## config.mk

```make
export PLATFORM = sky130hd
export DESIGN_NAME = a09_fetch_sequencer_flat
export DESIGN_NICKNAME = d
export VERILOG_FILES = /design/src/rtl/a09_defs.sv /design/src/rtl/a09_fetch_sequencer_if.sv /design/src/rtl/a09_program_counter.sv /design/src/rtl/a09_fetch_sequencer.sv /design/src/flat_wrapper.sv
export SDC_FILE = /design/constraint.sdc
export NUM_CORES = 1
export LEC_CHECK = 0
export CAP_MARGIN = 10
export CORE_ASPECT_RATIO = 1.2
export CORE_MARGIN = 1
export CORE_UTILIZATION = 41
export CTS_CLUSTER_DIAMETER = 30
export CTS_CLUSTER_SIZE = 8
export DETAILED_ROUTE_END_ITERATION = 10
export DONT_BUFFER_PORTS = 1
export HOLD_SLACK_MARGIN = 0.12
export PLACE_DENSITY = 0.61
export RECOVER_POWER = 25
export SKIP_CTS_REPAIR_TIMING = 1
export SLEW_MARGIN = 20
export SYNTH_ARGS = -nofsm -noshare
export SYNTH_HDL_FRONTEND = slang
export SYNTH_HIERARCHICAL = 1
export SYNTH_SLANG_ARGS = --single-unit
```

## constraint.sdc

```tcl
create_clock -name Clk -period 2 [get_ports Clk]
set_input_delay 0.4 -clock Clk [delete_from_list [all_inputs] [get_ports Clk]]
set_output_delay 0.4 -clock Clk [all_outputs]
set_load 0.03 [all_outputs]
```

## src/rtl/a09_defs.sv

```systemverilog
// rtl/a09_defs.sv - shared state encodings and strobe levels for the A09 fetch path
//
// Purpose: common definitions imported by the fetch sequencer and its program
// counter. Holds the 3-bit binary FSM encoding, the active-low load strobe
// levels and a helper that sizes the memory-wait counter.
// Ports: none (package).

package a09_defs;

    typedef enum logic [2:0] {
        S_RESET = 3'd0,
        S_FETCH = 3'd1,
        S_MEMRD = 3'd2,
        S_IRLD  = 3'd3,
        S_EXEC  = 3'd4,
        S_HALT  = 3'd5
    } state_e;

    localparam logic LD_ACTIVE = 1'b0;
    localparam logic LD_IDLE   = 1'b1;

    // Wait counter must hold 0..timeout; never narrower than one bit.
    function automatic int wait_cnt_width(input int timeout);
        int w;
        w = $clog2(timeout + 1);
        if (w < 1) begin
            w = 1;
        end
        return w;
    endfunction

endpackage

```

## src/rtl/a09_fetch_sequencer_if.sv

```systemverilog
// rtl/a09_fetch_sequencer_if.sv - memory, execute and register-strobe bundle for the fetch sequencer
//
// Purpose: groups the sequencer's memory handshake, execute-stage requests and
// the MAR/IR load strobes and buses.
// Signals:
//   MemReady, MemData                    memory read response
//   ExecDone, Branch, BranchAddr, Halt   execute-stage completion / requests
//   MAR_LD, MAR_DIn                      active-low MAR load strobe and address
//   MemRd                                active-low memory read request
//   IR_LD, IR_DIn                        active-low IR load strobe and word
//   PC, Halted, Fault                    status
// Modports: master = the sequencer, slave = memory/execute/register side.

interface a09_fetch_sequencer_if #(
    parameter int DataWidth = 8,
    parameter int AddrWidth = 8
);
    logic                 MemReady;
    logic [DataWidth-1:0] MemData;
    logic                 ExecDone;
    logic                 Branch;
    logic [AddrWidth-1:0] BranchAddr;
    logic                 Halt;
    logic                 MAR_LD;
    logic [AddrWidth-1:0] MAR_DIn;
    logic                 MemRd;
    logic                 IR_LD;
    logic [DataWidth-1:0] IR_DIn;
    logic [AddrWidth-1:0] PC;
    logic                 Halted;
    logic                 Fault;

    modport master (
        input  MemReady, MemData, ExecDone, Branch, BranchAddr, Halt,
        output MAR_LD, MAR_DIn, MemRd, IR_LD, IR_DIn, PC, Halted, Fault
    );

    modport slave (
        output MemReady, MemData, ExecDone, Branch, BranchAddr, Halt,
        input  MAR_LD, MAR_DIn, MemRd, IR_LD, IR_DIn, PC, Halted, Fault
    );
endinterface

```

## src/rtl/a09_program_counter.sv

```systemverilog
// rtl/a09_program_counter.sv - program counter register with load and increment
//
// Purpose: holds the PC. Load has priority over increment; increment wraps
// modulo 2^AddrWidth.
// Ports:
//   Clk        in   clock, rising edge
//   Reset      in   synchronous, active-low; PC <= ResetVector
//   inc_en     in   PC <= PC + 1
//   load_en    in   PC <= load_addr (wins over inc_en)
//   load_addr  in   branch target
//   pc         out  current program counter

module a09_program_counter #(
    parameter int AddrWidth   = 8,
    parameter int ResetVector = 0
) (
    input  logic                 Clk,
    input  logic                 Reset,
    input  logic                 inc_en,
    input  logic                 load_en,
    input  logic [AddrWidth-1:0] load_addr,
    output logic [AddrWidth-1:0] pc
);

    logic [AddrWidth-1:0] pc_q;
    logic [AddrWidth-1:0] pc_d;

    always_comb begin
        pc_d = pc_q;
        if (load_en) begin
            pc_d = load_addr;
        end else if (inc_en) begin
            pc_d = pc_q + AddrWidth'(1);
        end
    end

    always_ff @(posedge Clk) begin
        if (!Reset) begin
            pc_q <= AddrWidth'(ResetVector);
        end else begin
            pc_q <= pc_d;
        end
    end

    assign pc = pc_q;

endmodule

```

## src/rtl/a09_fetch_sequencer.sv

```systemverilog
// rtl/a09_fetch_sequencer.sv - A09 fetch cycle sequencer driving MAR/IR load strobes
//
// Purpose: runs FETCH -> MEMRD -> IRLD -> EXEC, with a bounded memory wait
// that sets a sticky Fault and halts on expiry. Branch/halt requests from the
// execute stage are taken only when qualified by ExecDone.
// Ports:
//   Clk    in      clock, rising edge
//   Reset  in      synchronous, active-low
//   bus    master  memory handshake, execute requests, MAR/IR strobes, status
// All outputs are decoded from registers only (Moore).

module a09_fetch_sequencer #(
    parameter int DataWidth   = 8,
    parameter int AddrWidth   = 8,
    parameter int ResetVector = 0,
    parameter int MemTimeout  = 15
) (
    input  logic                   Clk,
    input  logic                   Reset,
    a09_fetch_sequencer_if.master  bus
);

    import a09_defs::*;

    localparam int WcW = wait_cnt_width(MemTimeout);
    // Last wait value before expiry; only meaningful when MemTimeout != 0.
    localparam logic [WcW-1:0] WaitLast = WcW'(MemTimeout - 1);
    localparam bit TimeoutOn = (MemTimeout != 0);

    state_e               state_q;
    state_e               state_d;
    logic [WcW-1:0]       wait_cnt_q;
    logic [WcW-1:0]       wait_cnt_d;
    logic [DataWidth-1:0] ir_q;
    logic [DataWidth-1:0] ir_d;
    logic                 fault_q;
    logic                 fault_d;
    logic                 pc_inc;
    logic                 pc_load;
    logic [AddrWidth-1:0] pc;

    a09_program_counter #(
        .AddrWidth   (AddrWidth),
        .ResetVector (ResetVector)
    ) u_pc (
        .Clk       (Clk),
        .Reset     (Reset),
        .inc_en    (pc_inc),
        .load_en   (pc_load),
        .load_addr (bus.BranchAddr),
        .pc        (pc)
    );

    always_ff @(posedge Clk) begin
        if (!Reset) begin
            state_q    <= S_RESET;
            wait_cnt_q <= '0;
            ir_q       <= '0;
            fault_q    <= 1'b0;
        end else begin
            state_q    <= state_d;
            wait_cnt_q <= wait_cnt_d;
            ir_q       <= ir_d;
            fault_q    <= fault_d;
        end
    end

    always_comb begin
        state_d    = state_q;
        // Counter idles at zero outside MEMRD, so every MEMRD entry starts fresh.
        wait_cnt_d = '0;
        ir_d       = ir_q;
        fault_d    = fault_q;
        pc_inc     = 1'b0;
        pc_load    = 1'b0;
        case (state_q)
            S_RESET: state_d = S_FETCH;
            S_FETCH: state_d = S_MEMRD;
            S_MEMRD: begin
                // MemReady is checked first so it wins over a coincident expiry.
                if (bus.MemReady) begin
                    ir_d    = bus.MemData;
                    state_d = S_IRLD;
                end else if (TimeoutOn && (wait_cnt_q == WaitLast)) begin
                    fault_d = 1'b1;
                    state_d = S_HALT;
                end else begin
                    wait_cnt_d = wait_cnt_q + WcW'(1);
                end
            end
            S_IRLD: begin
                pc_inc  = 1'b1;
                state_d = S_EXEC;
            end
            S_EXEC: begin
                if (bus.ExecDone) begin
                    pc_load = bus.Branch;
                    state_d = bus.Halt ? S_HALT : S_FETCH;
                end
            end
            S_HALT: state_d = S_HALT;
            default: state_d = S_RESET;
        endcase
    end

    assign bus.MAR_LD  = (state_q == S_FETCH) ? LD_ACTIVE : LD_IDLE;
    assign bus.MemRd   = (state_q == S_MEMRD) ? LD_ACTIVE : LD_IDLE;
    assign bus.IR_LD   = (state_q == S_IRLD)  ? LD_ACTIVE : LD_IDLE;
    assign bus.MAR_DIn = pc;
    assign bus.PC      = pc;
    assign bus.IR_DIn  = ir_q;
    assign bus.Halted  = (state_q == S_HALT);
    assign bus.Fault   = fault_q;

endmodule

```

## src/flat_wrapper.sv

```systemverilog
// flat-port wrapper written by rule: the top's interface ports become plain ports
module a09_fetch_sequencer_flat import a09_defs::*;
#(
    parameter int DataWidth   = 8,
    parameter int AddrWidth   = 8,
    parameter int ResetVector = 0,
    parameter int MemTimeout  = 15
)
  (Clk, Reset, bus_MemReady, bus_MemData, bus_ExecDone, bus_Branch, bus_BranchAddr, bus_Halt, bus_MAR_LD, bus_MAR_DIn, bus_MemRd, bus_IR_LD, bus_IR_DIn, bus_PC, bus_Halted, bus_Fault);
  a09_fetch_sequencer_if #(.DataWidth(DataWidth), .AddrWidth(AddrWidth)) bus_i ();
  input  logic Clk;
  input  logic Reset;
  input wire logic [$bits(bus_i.MemReady)-1:0] bus_MemReady;
  input wire logic [$bits(bus_i.MemData)-1:0] bus_MemData;
  input wire logic [$bits(bus_i.ExecDone)-1:0] bus_ExecDone;
  input wire logic [$bits(bus_i.Branch)-1:0] bus_Branch;
  input wire logic [$bits(bus_i.BranchAddr)-1:0] bus_BranchAddr;
  input wire logic [$bits(bus_i.Halt)-1:0] bus_Halt;
  output wire logic [$bits(bus_i.MAR_LD)-1:0] bus_MAR_LD;
  output wire logic [$bits(bus_i.MAR_DIn)-1:0] bus_MAR_DIn;
  output wire logic [$bits(bus_i.MemRd)-1:0] bus_MemRd;
  output wire logic [$bits(bus_i.IR_LD)-1:0] bus_IR_LD;
  output wire logic [$bits(bus_i.IR_DIn)-1:0] bus_IR_DIn;
  output wire logic [$bits(bus_i.PC)-1:0] bus_PC;
  output wire logic [$bits(bus_i.Halted)-1:0] bus_Halted;
  output wire logic [$bits(bus_i.Fault)-1:0] bus_Fault;
  assign bus_i.MemReady = bus_MemReady;
  assign bus_i.MemData = bus_MemData;
  assign bus_i.ExecDone = bus_ExecDone;
  assign bus_i.Branch = bus_Branch;
  assign bus_i.BranchAddr = bus_BranchAddr;
  assign bus_i.Halt = bus_Halt;
  assign bus_MAR_LD = bus_i.MAR_LD;
  assign bus_MAR_DIn = bus_i.MAR_DIn;
  assign bus_MemRd = bus_i.MemRd;
  assign bus_IR_LD = bus_i.IR_LD;
  assign bus_IR_DIn = bus_i.IR_DIn;
  assign bus_PC = bus_i.PC;
  assign bus_Halted = bus_i.Halted;
  assign bus_Fault = bus_i.Fault;
  a09_fetch_sequencer #(.DataWidth(DataWidth), .AddrWidth(AddrWidth), .ResetVector(ResetVector), .MemTimeout(MemTimeout)) u_core (.Clk(Clk), .Reset(Reset), .bus(bus_i));
endmodule
```

# [Yosys cells after proc, flatten, opt, wreduce, memory -nomap -nowiden]
# Index checks and enable logic that the tools add are counted.
[word_totals] reg_bits=24 output_inout_bits=29
[op_classes] addsub=2 n_eq_ne=8 mux=13 n_bitwise=3 reduce_logical=6
[ops] operator="$pmux W3 S6" n=1
[ops] operator="$mux W8" n=2
[ops] operator="$mux W3" n=4
[ops] operator="$add A8 B1 Y8 const B" n=1
[ops] operator="$eq A3 B2 Y1 const B" n=2
[ops] operator="$eq A3 B3 Y1 const B" n=2
[ops] operator="$mux W1" n=6
[ops] operator="$add A4 B1 Y4 const B" n=1
[ops] operator="$eq A4 B4 Y1 const B" n=1
[ops] operator="$reduce_and A2 Y1" n=2
[ops] operator="$reduce_or A4 Y1" n=1
[ops] operator="$eq A3 B1 Y1 const B" n=1
[ops] operator="$logic_not A3 Y1" n=1
[ops] operator="$ne A3 B2 Y1 const B" n=1
[ops] operator="$not A1 Y1" n=3
[ops] operator="$reduce_and A3 Y1" n=1
[ops] operator="$ne A2 B2 Y1 const B" n=1
[ops] operator="$reduce_bool A2 Y1" n=1

# [Longest topological paths before layout]
[logic_depth] word_depth=4 mapped_depth=8 depth_no_buf=7

# [Cells and area by module]
# The synthesis kept the hierarchy.
[modules_own_cells] mod="a09_fetch_sequencer" n_inst=1 cells_each=83 area_per_inst_um2=800.8 seq_area_each_um2=320.3
[modules_own_cells] mod="a09_program_counter" n_inst=1 cells_each=55 area_per_inst_um2=461.7 seq_area_each_um2=160.2

# [Least setup slack after synthesis]
# No wires, ideal clock.
[synth_timing] path_type="register to register" from="reg u_core.state_q[0]" to="reg u_core.u_pc.pc_q[5] (netlist: u_core/u_pc/pc[5])" t_arrival_ns=1.671 slack_ns=0.266 stages_incl_launch_ff=9 path_buffers=1 path_cell_list="dfxtp_1 > inv_1 > nor2_1 > nand2_1 > inv_1 > buf_4 > nand3b_1 > or4_1 > nand3_1"
[synth_between] elab_chain_cells=3 word_cells_on_any_way=6
[synth_rtl] item="start: declaration" line="a09_fetch_sequencer.sv:30" text="state_e state_q;"
[synth_rtl] item="start signal: assignment" line="a09_fetch_sequencer.sv:61" text="state_q <= state_d;"
[synth_rtl] item="$eq A3 B2 Y1" line="a09_fetch_sequencer.sv:76" text="case (state_q)"
[synth_rtl] item="$mux W1" line="a09_fetch_sequencer.sv:76"
[synth_rtl] item="via u_core.pc_inc" line="a09_fetch_sequencer.sv:38" text="logic pc_inc;"
[synth_rtl] item="$reduce_bool A2 Y1 (no line)"
[synth_rtl] item="end signal: assignment" line="a09_program_counter.sv:39" text="pc_q <= AddrWidth'(ResetVector);"
[synth_rtl] item="end signal: assignment" line="a09_program_counter.sv:41" text="pc_q <= pc_d;"
[synth_rtl] item="end: declaration" line="a09_program_counter.sv:25" text="logic [AddrWidth-1:0] pc_q;"
# The timed path passes the listed nets, and every way through them passes these cells.
# A chain may end at the register's enable or synchronous reset.

# [Worst setup path after layout]
[layout_timing] from="reg u_core.state_q[1]" to="out bus_MemRd"
[layout_between] elab_chain_cells=2
[layout_rtl] item="$eq A3 B2 Y1" line="a09_fetch_sequencer.sv:107" text="assign bus.MemRd = (state_q == S_MEMRD) ? LD_ACTIVE : LD_IDLE;"
[layout_rtl] item="$mux W1" line="a09_fetch_sequencer.sv:107"
[layout_rtl] item="end: declaration" line="flat_wrapper.sv:21" text="output wire logic [$bits(bus_i.MemRd)-1:0] bus_MemRd;"
# Every way passes these cells.

==> Implementation_results.wiki <==
{| class="wikitable"
! Metric !! Value
|-
| Layout cell share with drive strength beyond 1 || 12.1%
|-
| Initial Utilization || 44.1%
|-
| Number of warnings reported in the yosys synthesis log || 6
|-
| Average instance area after synthesis || 9.15 um^2
|-
| Top delay family on crit path || simple AND/OR/NAND/NOR gates
|-
| Worst slack after detailed placement || 0.234 ns
|-
| Element type at the critical path end || primary output
|-
| Initial antenna violation count || 0
|-
| Total via count in the routed design || 957
|-
| Achievable Freq || 551 MHz
|-
| Final Non-Filler Cells || 174
|-
| Share of the clock period used by the worst path || 90.7%
|-
| Wirelength per Cell || 14.2 um
|-
| Total Routing Usage GR || 15.7%
|-
| RSZ-0062 raised after global routing || false
|-
| Clock latency on the worst-skew pair || 0.31 ns
|-
| Total gr overflow || 0
|-
| Clock tree from TritonCTS || built
|-
| Final core occ || 46.7%
|-
| Time the final worst path needs with I/O delays and setup || 1.81 ns
|-
| Final setup TNS || 0 ns
|-
| Number of pins with negative max-slew slack in the final report || 0
|-
| Maximum number of buffers from clock root to sink || 2
|-
| Cell with the largest stage delay on the worst path || or3b_1
|-
| Placeable Area || 2860 um^2
|-
| Top flip-flop cell by instance count after synthesis || dfxtp_1
|-
| Die height || 62.8 um
|-
| Max VDD drop || 0.370 mV
|-
| Post-detailed-routing wire length || 2460 um
|-
| Maximum cell stage delay along the critical path || 0.64 ns
|-
| Drt initial violations || 9
|-
| Critical Path RT || 1.60 ns
|-
| Final standard cell area without fillers || 1340 um^2
|-
| Clock transition at the register clock pins on the worst setup and hold paths after CTS || 0.13 ns
|-
| Power per cell area || 795 nW/um^2
|-
| Clock skew after layout || 0.00496 ns
|-
| Via count of the first global-routing pass || 921
|-
| Cells traversed along the worst timing path || or3b_1
|-
| Nets in the synthesized netlist || 163
|-
| Most common cell after layout, fill and taps aside || dfxtp_1
|-
| Static leakage power || 0.526 nW
|-
| Combined flip-flop and latch cell area || 480 um^2
|-
| Largest net degree at the start of global routing || 26
|-
| Relative max-transition margin || 46.6%
|-
| Synth-to-Final Area Change || 6.05%
|-
| Post-detailed-route DRC marker count || 0
|-
| Diode count || 0
|-
| Ys async rst share || 0%
|-
| First drt pass iteration count || 4
|-
| Count of input and output buffers || 0
|-
| Outcome || complete, no violations
|-
| Routability cong. || 0.776
|-
| Worst Setup Slack, final || 0.186 ns
|-
| Fill cell count || 307
|-
| Kind of critical path || reg2out
|-
| Placed Area || 1290 um^2
|-
| Arrival @ worst endpoint || 1.41 ns
|-
| Category of the worst setup path launch point || flip-flop
|-
| NumNets Final || 166
|-
| Area of the mapped netlist || 1260 um^2
|-
| Number of buffers and inverters on the critical path || 0
|-
| CTS H-tree depth || 1
|-
| First-pass GRT wire length || 3970 um
|-
| Worst min path class || in2reg
|-
| Cell at the root of the clock tree || clkbuf_4
|-
| Number of enable-type register cells in the synthesized netlist || 0
|-
| Highest-count cells in the layout ignoring fill and taps || dfxtp_1 (24), o21ai_0 (11), buf_4 (9), mux2i_1 (9), nor2b_1 (8)
|-
| Die Span X || 52.7 um
|-
| Routed vias/inst || 5.50
|-
| Worst hold margin || 0.199 ns
|-
| Final-report hold violation count || 0
|-
| Total Power || 1.06 mW
|-
| Total of flip-flops plus latches after synthesis || 24
|-
| Total area of multi-input combinational cells || 666 um^2
|-
| Placed instance count || 170
|-
| Sink count of the clock tree || 24
|-
| Count of nets left with antenna violations after detail routing || 0
|-
| Number of ports placed on the die boundary || 51
|-
| Max-capacitance violation count || 0
|-
| Die Outline Area || 3310 um^2
|-
| Final number of setup-violating endpoints || 0
|-
| Clock buffers created by TritonCTS || 3
|-
| Crit path max fanout || 9
|-
| Total number of placement rows || 21
|-
| Detailed-placement wirelength estimate || 1880 um
|-
| Transition time at the pin with the least slew margin || 0.801 ns
|-
| Instance count of the mapped netlist || 138
|-
| Distinct cell type count of the synthesized netlist || 41
|-
| Post-synthesis sequential area ratio || 38.1%
|}
-- final cells by class --
class / count / area share, %
Clock buffer: 3 / 1.68
Clock inverter: 1 / 2.24
Inverter: 6 / 1.68
Multi-Input combinational cell: 95 / 49.7
Sequential cell: 24 / 35.9
Tap cell: 34 / 3.18
Timing Repair Buffer: 11 / 5.61
-- per-layer routing --
metal | GRT usage, % | vias up | routed length [um]
met5 | 0 | - | 0
li1 | - | 481 | -
met4 | 4.28 | 0 | 10
met3 | 4.38 | 2 | 208
met1 | 17.5 | 432 | 953
met2 | 27.8 | 42 | 1290
-- final timing paths --
path / from / to / slack [ns] / cells past startpoint
hold / removal: Reset / u_core/bus.Fault / 0.20 / 1
setup reg to reg: u_core/state_q[1] / u_core/bus.IR_DIn[2] / 0.22 / 4
hold reg to reg: u_core/wait_cnt_q[3] / u_core/wait_cnt_q[3] / 0.50 / 1
setup / recovery: u_core/state_q[1] / bus_MemRd / 0.19 / 1
-- cells by family (layout without fill, tap and decap cells) --
family                     after synthesis  in the layout  share of synthesized area, %
and+or+nand+nor                         53             53                          26.8
muxes                                    9              9                          7.14
DFF                                     24             24                          38.1
xor gates and xnor gates                 5              5                          3.47
adders and majority gates                3              3                          2.97
buffers and inverters                   19             21                          9.22
AOI/OAI and AO/OA                       25             25                          12.4
-- where the power goes --
group / switching [mW] / leakage (nW) / internal [mW] / total (mW)
logic: 0.110 / 0.304 / 0.0630 / 0.173
registers: 0.0426 / 0.194 / 0.502 / 0.545
clock network: 0.143 / 0.0279 / 0.202 / 0.345
total: 0.296 / 0.526 / 0.768 / 1.06
-- registers in the layout, indices dropped and copies added, names as in the netlist --
| signal | cells |
|---|---|
| u_core/bus.IR_DIn | 8 |
| u_core/u_pc/pc | 8 |
| u_core/wait_cnt_q | 4 |
| u_core/state_q | 3 |
| u_core/bus.Fault | 1 |
-- Yosys cell counts (3+ instances only) --
cell type   n  area, um^2
and2_1      5        31.3
buf_4      10        75.1
dfxtp_1    24         480
ha_1        3        37.5
inv_1       5        18.8
mux2i_1     9        90.1
nand2_1     6        22.5
nand3_1     6        30.0
nand4_1     3        18.8
nor2_1      4        15.0
nor2b_1     8        50.1
o211ai_1    4        30.0
o21ai_0    11        55.1
xor2_1      3        26.3
Note: power is estimated with default switching activity, not from simulation.
